`config.mk`:
```
export PLATFORM = sky130hd
export DESIGN_NAME = switch_input_ctrl
export DESIGN_NICKNAME = d
export VERILOG_FILES = /design/src/rtl/switch_input_ctrl_pkg.sv /design/src/rtl/debounce_sync.sv /design/src/rtl/switch_input_ctrl.sv
export SDC_FILE = /design/constraint.sdc
export NUM_CORES = 1
export LEC_CHECK = 0
export ABC_AREA = 1
export CAP_MARGIN = 40
export CORE_MARGIN = 1
export CORE_UTILIZATION = 57
export DETAILED_ROUTE_END_ITERATION = 6
export GPL_TIMING_DRIVEN = 0
export PLACE_DENSITY_LB_ADDON = 0.15
export SYNTH_ARGS = -nofsm -noshare
export SYNTH_HDL_FRONTEND = slang
export SYNTH_SLANG_ARGS = --single-unit
```
`constraint.sdc`:
```
create_clock -name clock -period 1.8 [get_ports clock]
set_input_delay 0.36 -clock clock [delete_from_list [all_inputs] [get_ports clock]]
set_output_delay 0.36 -clock clock [all_outputs]
set_load 0.01 [all_outputs]
```
`src/rtl/switch_input_ctrl_pkg.sv`:
```
// Shared constants for the switch input port: register addresses, status bit
// positions and the confirm-button FSM encoding.
package switch_input_ctrl_pkg;
    localparam logic [1:0] IO_DATA   = 2'b00;
    localparam logic [1:0] IO_STATUS = 2'b10;

    localparam int VALID_BIT = 0;
    localparam int OVR_BIT   = 1;

    typedef enum logic [1:0] {
        IDLE         = 2'd0,
        PRESS_WAIT   = 2'd1,
        PRESSED      = 2'd2,
        RELEASE_WAIT = 2'd3
    } btn_state_e;
endpackage

```
`src/rtl/debounce_sync.sv`:
```
// Two-flop synchronizer followed by a hold-time filter: the output only moves
// once the synchronized input has disagreed with it for DEBOUNCE_CYCLES cycles.
module debounce_sync
    import switch_input_ctrl_pkg::*;
#(
    parameter int WIDTH           = 4,
    parameter int DEBOUNCE_CYCLES = 100000,
    parameter int CNT_W           = 17
) (
    input  logic             clock,
    input  logic             reset,
    input  logic [WIDTH-1:0] din_i,
    output logic [WIDTH-1:0] stable_o
);
    localparam logic [CNT_W-1:0] CNT_MAX = CNT_W'(DEBOUNCE_CYCLES - 1);

    logic [WIDTH-1:0] meta_q, sync_q, stable_q, stable_d;
    logic [CNT_W-1:0] cnt_q, cnt_d;

    // A return to the accepted value restarts the count; a new differing
    // value mid-count does not.
    always_comb begin
        stable_d = stable_q;
        cnt_d    = '0;
        if (sync_q != stable_q) begin
            if (cnt_q == CNT_MAX) begin
                stable_d = sync_q;
            end else begin
                cnt_d = cnt_q + 1'b1;
            end
        end
    end

    always_ff @(posedge clock or negedge reset) begin
        if (!reset) begin
            meta_q   <= '0;
            sync_q   <= '0;
            stable_q <= '0;
            cnt_q    <= '0;
        end else begin
            meta_q   <= din_i;
            sync_q   <= meta_q;
            stable_q <= stable_d;
            cnt_q    <= cnt_d;
        end
    end

    assign stable_o = stable_q;
endmodule

```
`src/rtl/switch_input_ctrl.sv`:
```
// CPU input port: debounced switches are latched on each confirmed button
// press and exposed as a data register plus a clear-on-read status register.
module switch_input_ctrl
    import switch_input_ctrl_pkg::*;
#(
    parameter int SW_W            = 4,
    parameter int DEBOUNCE_CYCLES = 100000,
    parameter int CNT_W           = 17
) (
    input  logic            clock,
    input  logic            reset,
    input  logic [SW_W-1:0] sw_in,
    input  logic            btn_in,
    input  logic            ior,
    input  logic            switchctrl,
    input  logic [1:0]      io_addr,
    output logic [15:0]     ioread_data,
    output logic            data_valid
);
    localparam logic [CNT_W-1:0] CNT_MAX = CNT_W'(DEBOUNCE_CYCLES - 1);

    logic [SW_W-1:0]  sw_stable;
    logic             btn_meta_q, btn_sync_q;
    btn_state_e       state_q, state_d;
    logic [CNT_W-1:0] bcnt_q, bcnt_d;
    logic             cap;
    logic [SW_W-1:0]  data_q, data_d;
    logic             valid_q, valid_d, ovr_q, ovr_d;
    logic             rd_sel, rd_data;
    logic [15:0]      status;

    debounce_sync #(
        .WIDTH          (SW_W),
        .DEBOUNCE_CYCLES(DEBOUNCE_CYCLES),
        .CNT_W          (CNT_W)
    ) u_sw_db (
        .clock   (clock),
        .reset   (reset),
        .din_i   (sw_in),
        .stable_o(sw_stable)
    );

    always_ff @(posedge clock or negedge reset) begin
        if (!reset) begin
            btn_meta_q <= 1'b0;
            btn_sync_q <= 1'b0;
        end else begin
            btn_meta_q <= btn_in;
            btn_sync_q <= btn_meta_q;
        end
    end

    // Capture fires only on the PRESS_WAIT -> PRESSED transition, so a held
    // button parks in PRESSED and cannot re-capture.
    always_comb begin
        state_d = state_q;
        bcnt_d  = bcnt_q;
        cap     = 1'b0;
        case (state_q)
            IDLE: begin
                if (btn_sync_q) state_d = PRESS_WAIT;
            end
            PRESS_WAIT: begin
                if (!btn_sync_q) begin
                    state_d = IDLE;
                end else if (bcnt_q == CNT_MAX) begin
                    state_d = PRESSED;
                    cap     = 1'b1;
                end else begin
                    bcnt_d = bcnt_q + 1'b1;
                end
            end
            PRESSED: begin
                if (!btn_sync_q) state_d = RELEASE_WAIT;
            end
            RELEASE_WAIT: begin
                if (btn_sync_q) begin
                    state_d = PRESSED;
                end else if (bcnt_q == CNT_MAX) begin
                    state_d = IDLE;
                end else begin
                    bcnt_d = bcnt_q + 1'b1;
                end
            end
            default: state_d = IDLE;
        endcase
        if (state_d != state_q) bcnt_d = '0;
    end

    always_ff @(posedge clock or negedge reset) begin
        if (!reset) begin
            state_q <= IDLE;
            bcnt_q  <= '0;
        end else begin
            state_q <= state_d;
            bcnt_q  <= bcnt_d;
        end
    end

    assign rd_sel  = ior && switchctrl;
    assign rd_data = rd_sel && (io_addr == IO_DATA);

    // A capture coinciding with a data read wins: the CPU got the old value,
    // so the new one is pending with no overrun.
    always_comb begin
        data_d  = data_q;
        valid_d = valid_q;
        ovr_d   = ovr_q;
        if (cap) begin
            data_d  = sw_stable;
            valid_d = 1'b1;
            ovr_d   = valid_q && !rd_data;
        end else if (rd_data) begin
            valid_d = 1'b0;
            ovr_d   = 1'b0;
        end
    end

    always_ff @(posedge clock or negedge reset) begin
        if (!reset) begin
            data_q  <= '0;
            valid_q <= 1'b0;
            ovr_q   <= 1'b0;
        end else begin
            data_q  <= data_d;
            valid_q <= valid_d;
            ovr_q   <= ovr_d;
        end
    end

    always_comb begin
        status            = '0;
        status[VALID_BIT] = valid_q;
        status[OVR_BIT]   = ovr_q;
        ioread_data       = '0;
        if (rd_sel) begin
            case (io_addr)
                IO_DATA:   ioread_data = 16'(data_q);
                IO_STATUS: ioread_data = status;
                default:   ioread_data = '0;
            endcase
        end
    end

    assign data_valid = valid_q;
endmodule

```
# Word-level counts from Yosys, hierarchy flattened
# Cells that the tools add are included.
# op_classes
add_sub_neg,2
n_eq_ne,10
muxes,22
n_reduce_logical,10
# ops
cell,n
$mux 17,6
$add 17x1->17 const B,2
$eq 17x17->1 const B,2
$pmux 17 s2,1
$mux 2,6
$pmux 2 s4,1
$pmux 4 s2,1
$eq 2x2->1 const B,3
$mux 1,6
$ne 3x3->1 const B,2
$logic_not 2->1,2
$mux 4,1
$ne 4x4->1,1
$logic_and 1x1->1,3
$reduce_and 3->1,1
$reduce_bool 3->1,1
$eq 2x1->1 const B,1
$ne 2x2->1,1
$reduce_and 2->1,1
$reduce_bool 2->1,1
$logic_not 1->1,1
# totals
register_bits,56
inputBits,11
output_inout_bits,17

# Logic depth before layout (Yosys ltp)
# Gate-level depths: netlist (run 1).
# depth
word_depth,7
depth_mapped,9

# Cells and area by module
# From an unflattened synthesis (run 1), not the netlist that was laid out.
# hier_totals
cells_unflattened,389
hier_area_um2,3025.4
# modules_own_cells
module,n_inst,cells_each,area_per_inst_um2
switch_input_ctrl,1,238,1696.6
debounce_sync,1,151,1328.8

# Worst setup path after synthesis (run 1)
# Ideal clock, no wire load.
# synth_timing
path_type,register -> register
start,register bcnt_q[0]
end,register bcnt_q[11]
setup_time_ns,0.118
arrival_time_ns,1.441
t_required_ns,1.682
setup_slack_ns,0.241
stages_incl_launch_ff,10
n_path_buf,1
synth_period_minus_slack_ns,1.559
path_cell_list,dfrtp_1 -> ha_1 -> inv_2 -> nor2_4 -> nand3_4 -> nor2_8 -> nor2_4 -> buf_6 -> nand3b_1 -> nand2_1
# synth_between
elab_chain_cells,7
# synth_rtl
element,line,source
start: declaration,switch_input_ctrl.sv:25,"logic [CNT_W-1:0] bcnt_q, bcnt_d;"
start signal: assignment,switch_input_ctrl.sv:96,bcnt_q <= bcnt_d;
$eq 17x17->1 (*),"switch_input_ctrl.sv:66, switch_input_ctrl.sv:79",
$mux 2 (on tied branches),"switch_input_ctrl.sv:79, switch_input_ctrl.sv:66",
$mux 2 (on tied branches),"switch_input_ctrl.sv:77, switch_input_ctrl.sv:64",
$pmux 2 s4 (*),switch_input_ctrl.sv:59,case (state_q)
via state_d[0],switch_input_ctrl.sv:24,"btn_state_e state_q, state_d;"
$ne 2x2->1 (*),switch_input_ctrl.sv:87,if (state_d != state_q) bcnt_d = '0;
$ne 3x3->1 (no source line) or $reduce_bool 3->1 (tied branches),--,
$reduce_and 3->1 (no source line),--,
# The timed path passes the listed nets; every way through them passes the cells marked *. The select of a mux whose other input is x is not followed.
# A chain may end at the register's enable or synchronous reset.

# Worst setup path after layout (run 1)
# layout_timing
start,input io_addr[0]
end,output ioread_data[2]
# layout_between
elab_chain_cells,3
# layout_rtl
element,line,source
start: declaration,switch_input_ctrl.sv:16,"input logic [1:0] io_addr,"
$eq 2x2->1 or $logic_not 2->1 (tied branches),switch_input_ctrl.sv:137,case (io_addr)
$pmux 4 s2 (*),switch_input_ctrl.sv:137,
$mux 4 (*),switch_input_ctrl.sv:136,if (rd_sel) begin
end: declaration,switch_input_ctrl.sv:17,"output logic [15:0] ioread_data,"
# Mark *: on every way between the ends. The rest lies on a longest branch, timed or not.

==> flow_results.org, run 1 <==
** Outcome
- The run finished with clean final reports.

** Place
- The congestion estimate from routability-driven global placement came to 0.913.
- I/O Buffers :: 15
- Summing all placed instances gives a cell area of 0.00333 mm^2.
- Summed over all nets, the half-perimeter wirelength after detailed placement is 4390 um.

** Timing
- Upper clock frequency limit :: 573 MHz
- The total count of max-transition violations in the final report is 0.
- RSZ-0062 raised after global routing :: no
- Post-route clock skew :: 0.0152 ns
- Ratio of final minimum period to clock period :: 97.0%
- Final-report hold violation count :: 0
- Final Critical Period :: 1.75 ns
- Final setup violation count :: 0

** Drt
- Antenna violation net count after detailed routing :: 0
- The first detailed-routing pass ran for 4 iterations.
- Vias per Instance :: 4.98
- Via count :: 2475
- Post-detailed-routing wire length :: 5820 um
- After the first detailed-routing iteration, the DRC count stood at 153.
- After detailed routing, the average wire length per cell comes to 11.7 um.
- Post-detailed-route DRC marker count :: 0

** Yosys
- Among all cell types in the netlist, the one instantiated most often is sky130_fd_sc_hd__nand2_1.
- Synthesis inferred 56 register bits.
- The number of different library cells used by synthesis comes to 27.
- Among all flip-flop cells after synthesis, the most frequent one is sky130_fd_sc_hd__dfrtp_1.
- Averaged over all synthesized cells, the footprint is 7.78 um^2.
- Sorting the synthesized cells by area gives the leading types as sky130_fd_sc_hd__dfrtp_1, sky130_fd_sc_hd__nand2_1, sky130_fd_sc_hd__nor2_1.
- Commonest cells in the synthesized netlist :: sky130_fd_sc_hd__nand2_1, sky130_fd_sc_hd__nor2_1, sky130_fd_sc_hd__dfrtp_1
- Post-synthesis cell type with the largest combined area :: sky130_fd_sc_hd__dfrtp_1
- In this run, synthesis inferred 0 flip-flops with an integrated enable.
- Fraction of registers with async set or reset after synthesis :: 100%
- Area share of the largest cell type after synthesis :: 46.2%
- In this run the cell area of the synthesized design comes to 0.00304 mm^2.
- Counting every instance in the synthesized netlist gives 390.
- After synthesis, flip-flops and latches occupy 46.2% of the total area.
- Count of yosys warnings during synthesis :: 0

** Clocking
- Cts bufs inserted :: 5
- Buffer depth of the longest clock path :: 2
- Post-CTS clock slew at the launch and capture registers of the worst setup and hold paths :: 0.11 ns
- Cell at the root of the clock tree :: sky130_fd_sc_hd__clkbuf_8
- Htree depth :: 2
- Clock tree from TritonCTS :: done
- Worst skew pair latency :: 0.32 ns
- The tree built by TritonCTS fans out to 56 sinks.

** Critical path
- Together, buffers and inverters on the worst path number 2.
- Cell class contributing the biggest share of worst-path delay :: buffers and inverters
- The signal on the critical path passes through clkdlybuf4s50_1 -> nor2_4 -> nand2_1 -> nor2_1 -> dlygate4sd2_1.
- Sort of element at the start of the critical path :: primary input
- The largest individual stage delay along the critical path comes from the cell sky130_fd_sc_hd__clkdlybuf4s50_1.
- Kind of end point of the critical path :: output pin
- Critical Setup Path Class :: primary input to output pin
- Required time at the worst-slack endpoint :: 1.44 ns
- On the worst path, the slowest cell contributes a delay of 0.45 ns.
- STA puts the critical path data arrival time at 1.39 ns.
- Of all nets on the critical path, the largest fanout is 5.

** Global route
- The via count of the first global-routing pass is 2187.
- Aggregate global-route resource usage :: 22.6%
- The total overflow left after global routing is 0.
- Largest net degree at the start of global routing :: 38
- Number of antenna violations at the first check in global routing :: 0
- The first global-routing pass estimated 9450 um of wire.

** Hold path
- Classification of the worst-slack hold path :: register to register

** Die
- For this configuration, the core starts out at a cell density of 59.4%.
- Placeable core region :: 0.00511 mm^2
- The die covers 0.00562 mm^2.
- Chip width :: 75.0 um
- Measured along the y axis, the die boundary spans 75.0 um.
- Pin placement for this block handled 28 I/O pins.
- Row count :: 26

** Power and ir drop
- The worst-case IR drop observed on VDD is 584 uV.
- Pwr/cell area :: 705 mW/mm^2
- The analysis attributes to cell leakage a power of 1.60 nW.

** Cells and area
- From synthesis to final layout, the design area changed by 13.4%.
- Fillcell total :: 426
- Once layout is complete, the utilization of the core stands at 67.4%.
- The post-route netlist has 10.3% of its cells at a drive strength greater than 1.
- Layout net count :: 439
- Design Area, Final :: 0.00344 mm^2
- Number of diodes added for antenna fixing :: 0

** Run
- The tool flagged a number of max-cap violations equal to 0.
==> layer usage <==
layer	GRT usage (%)	vias up	share of wire (%)
met5	0	-	0
met4	8.18	0	1.9
met3	4.15	11	3.8
met2	37.3	46	48
met1	29.8	1140	46
li1	-	1278	-
==> logic make-up after synthesis <==
logic type	after synthesis	share of synthesized area (%)
adder cells (fa/ha/maj)	2	0.824
other	1	0.124
AO/OA/AOI/OAI	12	1.98
XOR/XNOR	21	6.06
flip-flops	56	46.2
AND/OR/NAND/NOR	251	37.0
buffers and inverters	47	7.83
==> state kept, by name, summed over array words and instances (netlist names), 2 cells and up <==
signal / flops
state_q: 2
bcnt_q: 17
u_sw_db.cnt_q: 17
u_sw_db.stable_o: 4
data_q: 4
u_sw_db.meta_q: 4
u_sw_db.sync_q: 4
==> timing repair <==
| item | in CTS | in global routing |
|---|---|---|
| hold buffers | 1 | 0 |
| endpoints found under the setup margin | 4 | 12 |
| endpoints found under the hold margin | 11 | 0 |
| pin swaps | 1 | 2 |
| resized for setup | 15 | 4 |
| buffers inserted | 0 | 1 |
==> metrics by stage <==
stage	std cells	hold WS [ns]	TNS [ns]	power [mW]	setup slack, ns
2_1_floorplan	401	0.0644	0	1.61	0.241
3_3_place_gp	486	0.332	-75.02	1.70	-1.32
3_5_place_dp	487	0.338	-1.42	1.71	-0.430
4_1_cts	496	0.357	0	2.45	0.0213
5_1_grt	497	0.368	0	2.54	0.00334
6_report	497	0.352	0	2.43	0.0535
==> where the power goes <==
part	total, mW	internal [mW]	leakage [nW]	switching (mW)
Combinational	0.292	0.125	0.809	0.167
Clock	0.733	0.285	0.0452	0.448
Sequential	1.40	1.34	0.744	0.0679
==> worst paths after layout <==
check	from	endpoint	slack [ns]	cells after the start
max in group asynchronous	reset	bcnt_q[5]$_DFFE_PN0P_	0.72	3
min reg2reg	u_sw_db.meta_q[0]$_DFF_PN0_	u_sw_db.sync_q[0]$_DFF_PN0_	0.35	0
max reg2reg	bcnt_q[0]$_DFFE_PN0P_	bcnt_q[9]$_DFFE_PN0P_	0.13	9
min	u_sw_db.meta_q[0]$_DFF_PN0_	u_sw_db.sync_q[0]$_DFF_PN0_	0.35	0
max	io_addr[0]	ioread_data[2]	0.05	5
min in group asynchronous	reset	bcnt_q[12]$_DFFE_PN0P_	0.51	2
==> layout by cell type, fill, tap and decap left out, types with 3 or more instances in the layout <==
cell / Yosys / layout
sky130_fd_sc_hd__clkdlybuf4s50_1: 0 / 10
sky130_fd_sc_hd__buf_2: 1 / 4
sky130_fd_sc_hd__nand3b_1: 11 / 11
sky130_fd_sc_hd__o21ai_1: 4 / 6
sky130_fd_sc_hd__nor3_1: 7 / 7
sky130_fd_sc_hd__clkbuf_8: 0 / 5
sky130_fd_sc_hd__dfrtp_1: 56 / 55
sky130_fd_sc_hd__nand3_1: 32 / 32
sky130_fd_sc_hd__nor2_1: 64 / 63
sky130_fd_sc_hd__nand2_1: 117 / 116
sky130_fd_sc_hd__xor2_1: 16 / 16
sky130_fd_sc_hd__xnor2_1: 5 / 5
sky130_fd_sc_hd__nor2_4: 2 / 3
sky130_fd_sc_hd__conb_1: 1 / 12
sky130_fd_sc_hd__inv_1: 29 / 28
sky130_fd_sc_hd__buf_4: 14 / 15
sky130_fd_sc_hd__nor2_2: 3 / 3
sky130_fd_sc_hd__nand4_1: 9 / 9
sky130_fd_sc_hd__o21ai_0: 6 / 4
==> final cells by class <==
cell class | count | area, um^2 | share of cell area, %
Buffer | 17 | 125 | 3.63
Clock buffer | 5 | 68.8 | 2.00
Multi-Input combinational cell | 298 | 1450 | 42.1
Clock inverter | 3 | 25.0 | 0.727
Inverter | 30 | 113 | 3.27
Tap cell | 70 | 87.6 | 2.54
Timing Repair Buffer | 18 | 171 | 4.98
Sequential cell | 56 | 1400 | 40.7
No activity file was read; power rests on OpenSTA's default activity.
==> run 2: changes to the inputs <==
--- a/config.mk
+++ b/config.mk
@@ -8,7 +8,8 @@
 export ABC_AREA = 1
 export CAP_MARGIN = 40
 export CORE_MARGIN = 1
-export CORE_UTILIZATION = 57
+export CORE_UTILIZATION = 50
+export CTS_CLUSTER_DIAMETER = 50
 export DETAILED_ROUTE_END_ITERATION = 6
 export GPL_TIMING_DRIVEN = 0
 export PLACE_DENSITY_LB_ADDON = 0.15
==> flow_results.org, run 2 (synthesis gave the netlist of run 1 again) <==
** Die
- The region available for standard cell placement spans 0.00589 mm^2.
- Die Height :: 79.9 um
- The floorplan step defined a die boundary enclosing 0.00639 mm^2.
- Once the floorplan was initialized, standard cells occupied 51.6% of the core.
- Row count :: 28
- 28 I/O pins were placed.
- The die is 79.9 um wide.

** Critical path
- STA classifies the critical path startpoint as a primary input.
- Critical Setup Path Class :: primary input to output pin
- Arrival time of data at the critical path endpoint :: 1.39 ns
- Worst reg-to-reg setup slack :: 0.17 ns
- In this run the critical register-to-register path is launched from bcnt_q[0]$_DFFE_PN0P_.
- Critical Path Start :: io_addr[0]
- Kind of end point of the critical path :: output pin
- Of all nets on the critical path, the largest fanout is 3.
- Required time at the worst-slack endpoint :: 1.44 ns

** Power and ir drop
- Cell internal power was estimated by the tool at 1.75 mW.
- After layout, the design draws a total of 2.41 mW.
- Comb power frac :: 11.9%
- Summed over all nets, the switching power comes to 660 uW.
- Of the total power, registers draw 58.3%.
- Static power due to leakage :: 1.60 nW
- Pwr/cell area :: 698 mW/mm^2
- Per report_power, the clock group accounts for 29.9% of the total.
- Switching power as a share of total power :: 27.4%
- VDD sags by at most 517 uV.

** Place
- In this run the cell area measured after placement is 0.00334 mm^2.
- Placed Instances :: 492
- Final weighted congestion in routability-driven placement :: 0.898
- Input and output buffers added on the ports amount to 15.
- The wire-length estimate of the detail-placed layout is 4160 um.
- OpenSTA, run right after detailed placement, puts the worst setup slack at -0.347 ns.

** Cells and area
- Most frequent cells in the layout :: sky130_fd_sc_hd__nand2_1, sky130_fd_sc_hd__nor2_1, sky130_fd_sc_hd__dfrtp_1, sky130_fd_sc_hd__nand3_1, sky130_fd_sc_hd__inv_1
- Design Area, Final :: 0.00345 mm^2
- After the last flow step, the layout net total stands at 438.
- Final Non-Filler Cells :: 501
- The largest registers in the layout are bcnt_q (17), u_sw_db.cnt_q (17).
- Number of diodes added for antenna fixing :: 0
- Fraction of layout cells with a size suffix above 1 :: 10.1%
- The area growth from synthesis to layout is 13.6%.
- The library cell used most frequently in the layout, excluding fill and tap cells, is sky130_fd_sc_hd__nand2_1.
- The filler cells instantiated in the layout total 551.

** Timing
- Ratio of final minimum period to clock period :: 97.2%
- RSZ-0062 raised after global routing :: no
- Setup TNS :: 0 ns
- Final Critical Period :: 1.75 ns
- On the final layout, the worst clock skew is 0.00931 ns.
- The number of endpoints with negative hold slack in the final report came to 0.
- Measured against its own limit, the worst slew margin works out to 64.1%.
- Crit path setup slack, layout :: 0.0504 ns
- The total count of max-transition violations in the final report is 0.
- Based on the critical path, the design can be clocked at up to 572 MHz.
- Setup violations remaining at the end of the flow were counted as 0.
- For the pin with the worst max-slew slack, the measured transition is 0.538 ns.

** Clocking
- The tree is rooted in a sky130_fd_sc_hd__clkbuf_8.
- After clock tree synthesis, the clock-pin slew on the worst setup and hold paths is 0.10 ns.
- The H-tree was split into 2 levels.
- Clock tree synthesis found a total of 56 sinks.
- TritonCTS built the clock tree.
- TritonCTS created 5 clock buffers.
- Clock latency on the worst-skew pair, taken at its later pin, is 0.31 ns.
- Buffer depth of the longest clock path :: 2

** Outcome
- Result of the run :: complete, no violations

** Global route
- The total overflow left after global routing is 0.
- Wire length of the first global-routing pass :: 9810 um
- Largest net degree at the start of global routing :: 34
- The number of antenna violations at the first check in global routing came to 0.
- Aggregate global-route resource usage :: 19.7%
- Vias in the first global route :: 2243

** Drt
- Via count :: 2392
- Antenna violation net count after detailed routing :: 0
- Routed len/inst :: 11.2 um
- Number of search-and-repair iterations in the first detailed-routing pass :: 4
- After detailed routing, the number of remaining DRC violations is 0.
- DR iter-0 viols :: 170
- Wires add up to 5590 um.
- Using the TritonRoute via totals, the vias-per-cell ratio works out to 4.77.

** Hold path
- Classification of the worst-slack hold path :: primary input to asynchronous set/reset pin

** Run
- Max capacitance violation total :: 0
## run 2: cell count changes in the layout (fill, tap and decap cells not counted), sizes merged
cell,change
dlygate4sd3,-1
clkinv,+1
dlygate4sd2,+1
inv,-1
clkdlybuf4s15,-1
## run 2: per-stage QoR
| stage | hold slack (ns) | util, % |
|---|---|---|
| floorplan | 0.0644 | - |
| global placement | 0.332 | 56.4 |
| finish | 0.0180 | 58.6 |
| CTS | 0.0229 | 58.4 |
| global route | 0.0622 | 58.6 |
| detailed placement | 0.335 | 56.7 |
## run 2: worst max-delay path, stage by stage
cell                              delay, ns
sky130_fd_sc_hd__clkdlybuf4s50_1       0.46
sky130_fd_sc_hd__nor2_4                0.14
sky130_fd_sc_hd__buf_4                 0.13
sky130_fd_sc_hd__nand3_1               0.07
sky130_fd_sc_hd__o21ai_0               0.07
sky130_fd_sc_hd__buf_2                 0.15
## run 2: worst paths after layout
path                                              endpoint  depth (start not counted)
min                        u_sw_db.stable_o[1]$_DFFE_PN0P_                          1
min in group clock             u_sw_db.sync_q[2]$_DFF_PN0_                          0
min reg2reg                    u_sw_db.sync_q[2]$_DFF_PN0_                          0
max                                         ioread_data[1]                          6
max reg2reg                          bcnt_q[9]$_DFFE_PN0P_                          9
max in group asynchronous            bcnt_q[0]$_DFFE_PN0P_                          2
## run 2: power groups by stage
stage | Sequential, mW | Clock [mW] | Combinational [mW]
3_3_place_gp | 1.42 | 0 | 0.276
6_report | 1.40 | 0.719 | 0.285
5_1_grt | 1.41 | 0.791 | 0.338
2_1_floorplan | 1.41 | 0 | 0.198
4_1_cts | 1.40 | 0.753 | 0.287
3_5_place_dp | 1.42 | 0 | 0.283
## run 2: what timing repair did
item	CTS	global route
endpoints found under the setup margin	4	10
hold buffers	0	0
setup buffers	1	0
pin swaps	1	0
gates resized for setup	13	3
## run 2: final cells by class
| cell class | count | area [um^2] | share of cell area, % |
|---|---|---|---|
| Sequential cell | 56 | 1400 | 40.7 |
| Tap cell | 75 | 93.8 | 2.72 |
| Multi-Input combinational cell | 298 | 1460 | 42.3 |
| Clock buffer | 5 | 68.8 | 2.00 |
| Timing Repair Buffer | 17 | 160 | 4.64 |
| Buffer | 17 | 125 | 3.63 |
| Inverter | 30 | 113 | 3.27 |
| Clock inverter | 3 | 27.5 | 0.798 |
## run 2: routing by layer
metal	part of all wire [%]	GRT usage (%)	up-vias	routed length [um]
met2	48	32.7	45	2660
met1	48	26.4	1063	2680
li1	-	-	1280	-
met3	3.9	3.43	4	217
met4	0.64	5.89	0	36
met5	0	0	-	0
==> run 3: changes to the inputs <==
==> constraint.sdc (replaced) <==
create_clock -name clock -period 1.61 [get_ports clock]
set_input_delay 0.322 -clock clock [delete_from_list [all_inputs] [get_ports clock]]
set_output_delay 0.322 -clock clock [all_outputs]
set_load 0.01 [all_outputs]
==> flow_results.org, run 3 (synthesis gave the netlist of run 1 again) <==
** Timing
- Final worst hold slack :: 0.357 ns
- Worst slew pin tran :: 0.588 ns
- Remaining max-slew budget at the tightest pin :: 60.8%
- RSZ-0062 raised after global routing :: yes
- The number of endpoints with negative hold slack in the final report was 0.
- Upper clock frequency limit :: 637 MHz
- Final Critical Period :: 1.57 ns
- Setup violations remaining at the end of the flow were counted as 0.
- Number of max-slew violations in the final report :: 0
- Of the available clock period, the critical path in the final layout requires 97.5%.
- Setup TNS :: 0 ns
- Post-route clock skew :: 0.00813 ns

** Drt
- Dividing the detail-routed wire length by the instance count gives 11.6 um.
- The count of nets left with antenna violations once routing finished came out at 0.
- In the routed layout, each cell is associated on average with a via count of 4.93.
- Top layer in use :: met4
- After detailed routing, the number of remaining DRC violations is 0.
- The routed design uses 275 um of met3 wire.
- Wires add up to 6020 um.
- Via count :: 2552
- DR iter-0 viols :: 140
- Number of search-and-repair iterations in the first detailed-routing pass :: 5
- After detailed routing, the wire length on met1 is 2790 um.
- Wire segments on met2 add up to 2870 um in the final route.

** Clocking
- Counting the buffers created by CTS gives 5.
- Worst skew pair latency :: 0.32 ns
- Clock Sinks :: 56
- The tree is rooted in a sky130_fd_sc_hd__clkbuf_8.
- TritonCTS built the clock tree.
- Buffer depth of the longest clock path :: 2
- Htree depth :: 2
- After clock tree synthesis, the clock-pin slew on the worst setup and hold paths is 0.11 ns.

** Outcome
- The flow ran to the end, and the final reports show no timing, DRC or antenna violations.

** Cells and area
- Final core area utilization :: 62.4%
- Final Non-Filler Cells :: 518
- Fraction of layout cells with a size suffix above 1 :: 16.5%
- The area growth from synthesis to layout is 21.0%.
- Number of diodes added for antenna fixing :: 0
- The final layout contains 455 nets.
- In the layout the commonest cells are sky130_fd_sc_hd__nand2_1, sky130_fd_sc_hd__nor2_1, sky130_fd_sc_hd__dfrtp_1, sky130_fd_sc_hd__nand3_1.
- Counting the fill cells in the layout gives 510.
- With fillers left out, the area of the finished cells amounts to 0.00367 mm^2.
- Most common cell after layout, fill and taps aside :: sky130_fd_sc_hd__nand2_1
- Registers with the highest flip-flop counts :: bcnt_q (17), u_sw_db.cnt_q (17)

** Critical path
- At the worst endpoint, the required time is 1.83 ns.
- Sort of element at the start of the critical path :: register
- STA classifies the critical path endpoint as a register.
- Arrival time of data at the critical path endpoint :: 1.79 ns
- Critical Setup Path Class :: register to register
- Maximum fanout encountered on the critical timing path :: 8

** Power and ir drop
- The internal power of the cells totals 1.99 mW.
- Pwr/cell area :: 754 mW/mm^2
- Registers are responsible for 56.9% of the overall power.
- Summed over all cells, the static leakage comes to 1.74 nW.
- In this run the power spent charging and discharging nets is 779 uW.
- Worst IR drop on VDD :: 669 uV
- Share of power burned in the clock network :: 29.2%
- Per report_power, the combinational group accounts for 13.9% of the total.
- Of the total power, the share spent switching nets is 28.1%.

** Die
- From left edge to right edge, the die measures 79.9 um.
- The floorplan has 28 rows.
- Die Height :: 79.9 um
- Starting Density :: 51.6%
- During I/O placement, the number of pins put on the boundary was 28.
- Die area :: 0.00639 mm^2
- Placeable core region :: 0.00589 mm^2

** Run
- Across the run, the number of max-cap violations was 0.

** Hold path
- Classification of the worst-slack hold path :: register to register

** Place
- At the end of routability-driven placement, the weighted congestion stood at 0.898.
- The HPWL after detailed placement is 4160 um.
- After detailed placement, the design holds a cell count of 492.
- I/O Buffers :: 15
- Once placement finished, the instance area stood at 0.00334 mm^2.

** Global route
- In the global route stage, overall resource usage came out at 20.0%.
- For this run the aggregate overflow at the end of global routing stands at 0.
- The number of antenna violations at the first check in global routing came to 0.
- Entering global routing, the biggest net connects 34 pins.
- The via count of the first global-routing pass came to 2265.
- The first global-routing pass estimated 9930 um of wire.
==> run 3: worst paths after layout <==
| kind | endpoint | start | slack [ns] | depth (start not counted) |
|---|---|---|---|---|
| setup reg to reg | bcnt_q[12]$_DFFE_PN0P_ | bcnt_q[1]$_DFFE_PN0P_ | 0.04 | 9 |
| setup / recovery | bcnt_q[12]$_DFFE_PN0P_ | bcnt_q[1]$_DFFE_PN0P_ | 0.04 | 9 |
| min in group asynchronous | u_sw_db.stable_o[1]$_DFFE_PN0P_ | reset | 0.51 | 2 |
| hold reg to reg | u_sw_db.sync_q[2]$_DFF_PN0_ | u_sw_db.meta_q[2]$_DFF_PN0_ | 0.36 | 0 |
| max in group asynchronous | bcnt_q[10]$_DFFE_PN0P_ | reset | 0.52 | 3 |
| hold / removal | u_sw_db.sync_q[2]$_DFF_PN0_ | u_sw_db.meta_q[2]$_DFF_PN0_ | 0.36 | 0 |
==> run 3: layout make-up <==
class	instances	area (um^2)	share of cell area [%]
multi-input combinational	298	1540	41.8
sequential	56	1400	38.2
timing repair buffer	34	307	8.34
buffer	17	125	3.41
inverter	30	113	3.07
tap	75	93.8	2.55
clock buffer	5	68.8	1.87
clock inverter	3	27.5	0.749
==> run 3: power by group through the flow <==
stage	Clock, mW	Combinational, mW	Sequential (mW)
final	0.809	0.384	1.58
after global routing	0.884	0.445	1.59
after CTS	0.841	0.327	1.56
after detailed placement	0	0.317	1.59
after global placement	0	0.309	1.59
after floorplan	0	0.221	1.58
==> run 3: routing by layer <==
metal,global-route usage (%),up-vias
li1,-,1313
met1,26.7,1168
met2,33.2,62
met3,3.43,9
met4,5.89,0
met5,0,-
==> run 3: what timing repair did <==
| item | CTS | global route |
|---|---|---|
| hold buffers | 1 | 0 |
| setup endpoints to repair | 27 | 27 |
| pin swaps | 2 | 15 |
| gates cloned | 0 | 1 |
| endpoints found under the hold margin | 23 | 0 |
| gates resized for setup | 17 | 29 |
| setup buffers | 4 | 12 |
==> run 3: metrics by stage <==
| stage | worst slack (ns) | power (mW) |
|---|---|---|
| detailed placement | -0.461 | 1.91 |
| CTS | -0.00891 | 2.73 |
| floorplan | 0.0508 | 1.80 |
| global placement | -1.51 | 1.90 |
| global route | -0.0562 | 2.92 |
| finish | 0.0405 | 2.77 |
==> run 3: critical path, stage by stage, from the launching register on <==
cell                       delay (ns)
sky130_fd_sc_hd__dfrtp_1         0.43
sky130_fd_sc_hd__ha_4            0.18
sky130_fd_sc_hd__inv_2           0.05
sky130_fd_sc_hd__nor2_4          0.15
sky130_fd_sc_hd__nand3_4         0.11
sky130_fd_sc_hd__nor2_8          0.16
sky130_fd_sc_hd__nor2_4          0.09
sky130_fd_sc_hd__buf_6           0.16
sky130_fd_sc_hd__nand3b_1        0.08
sky130_fd_sc_hd__nand2_1         0.06
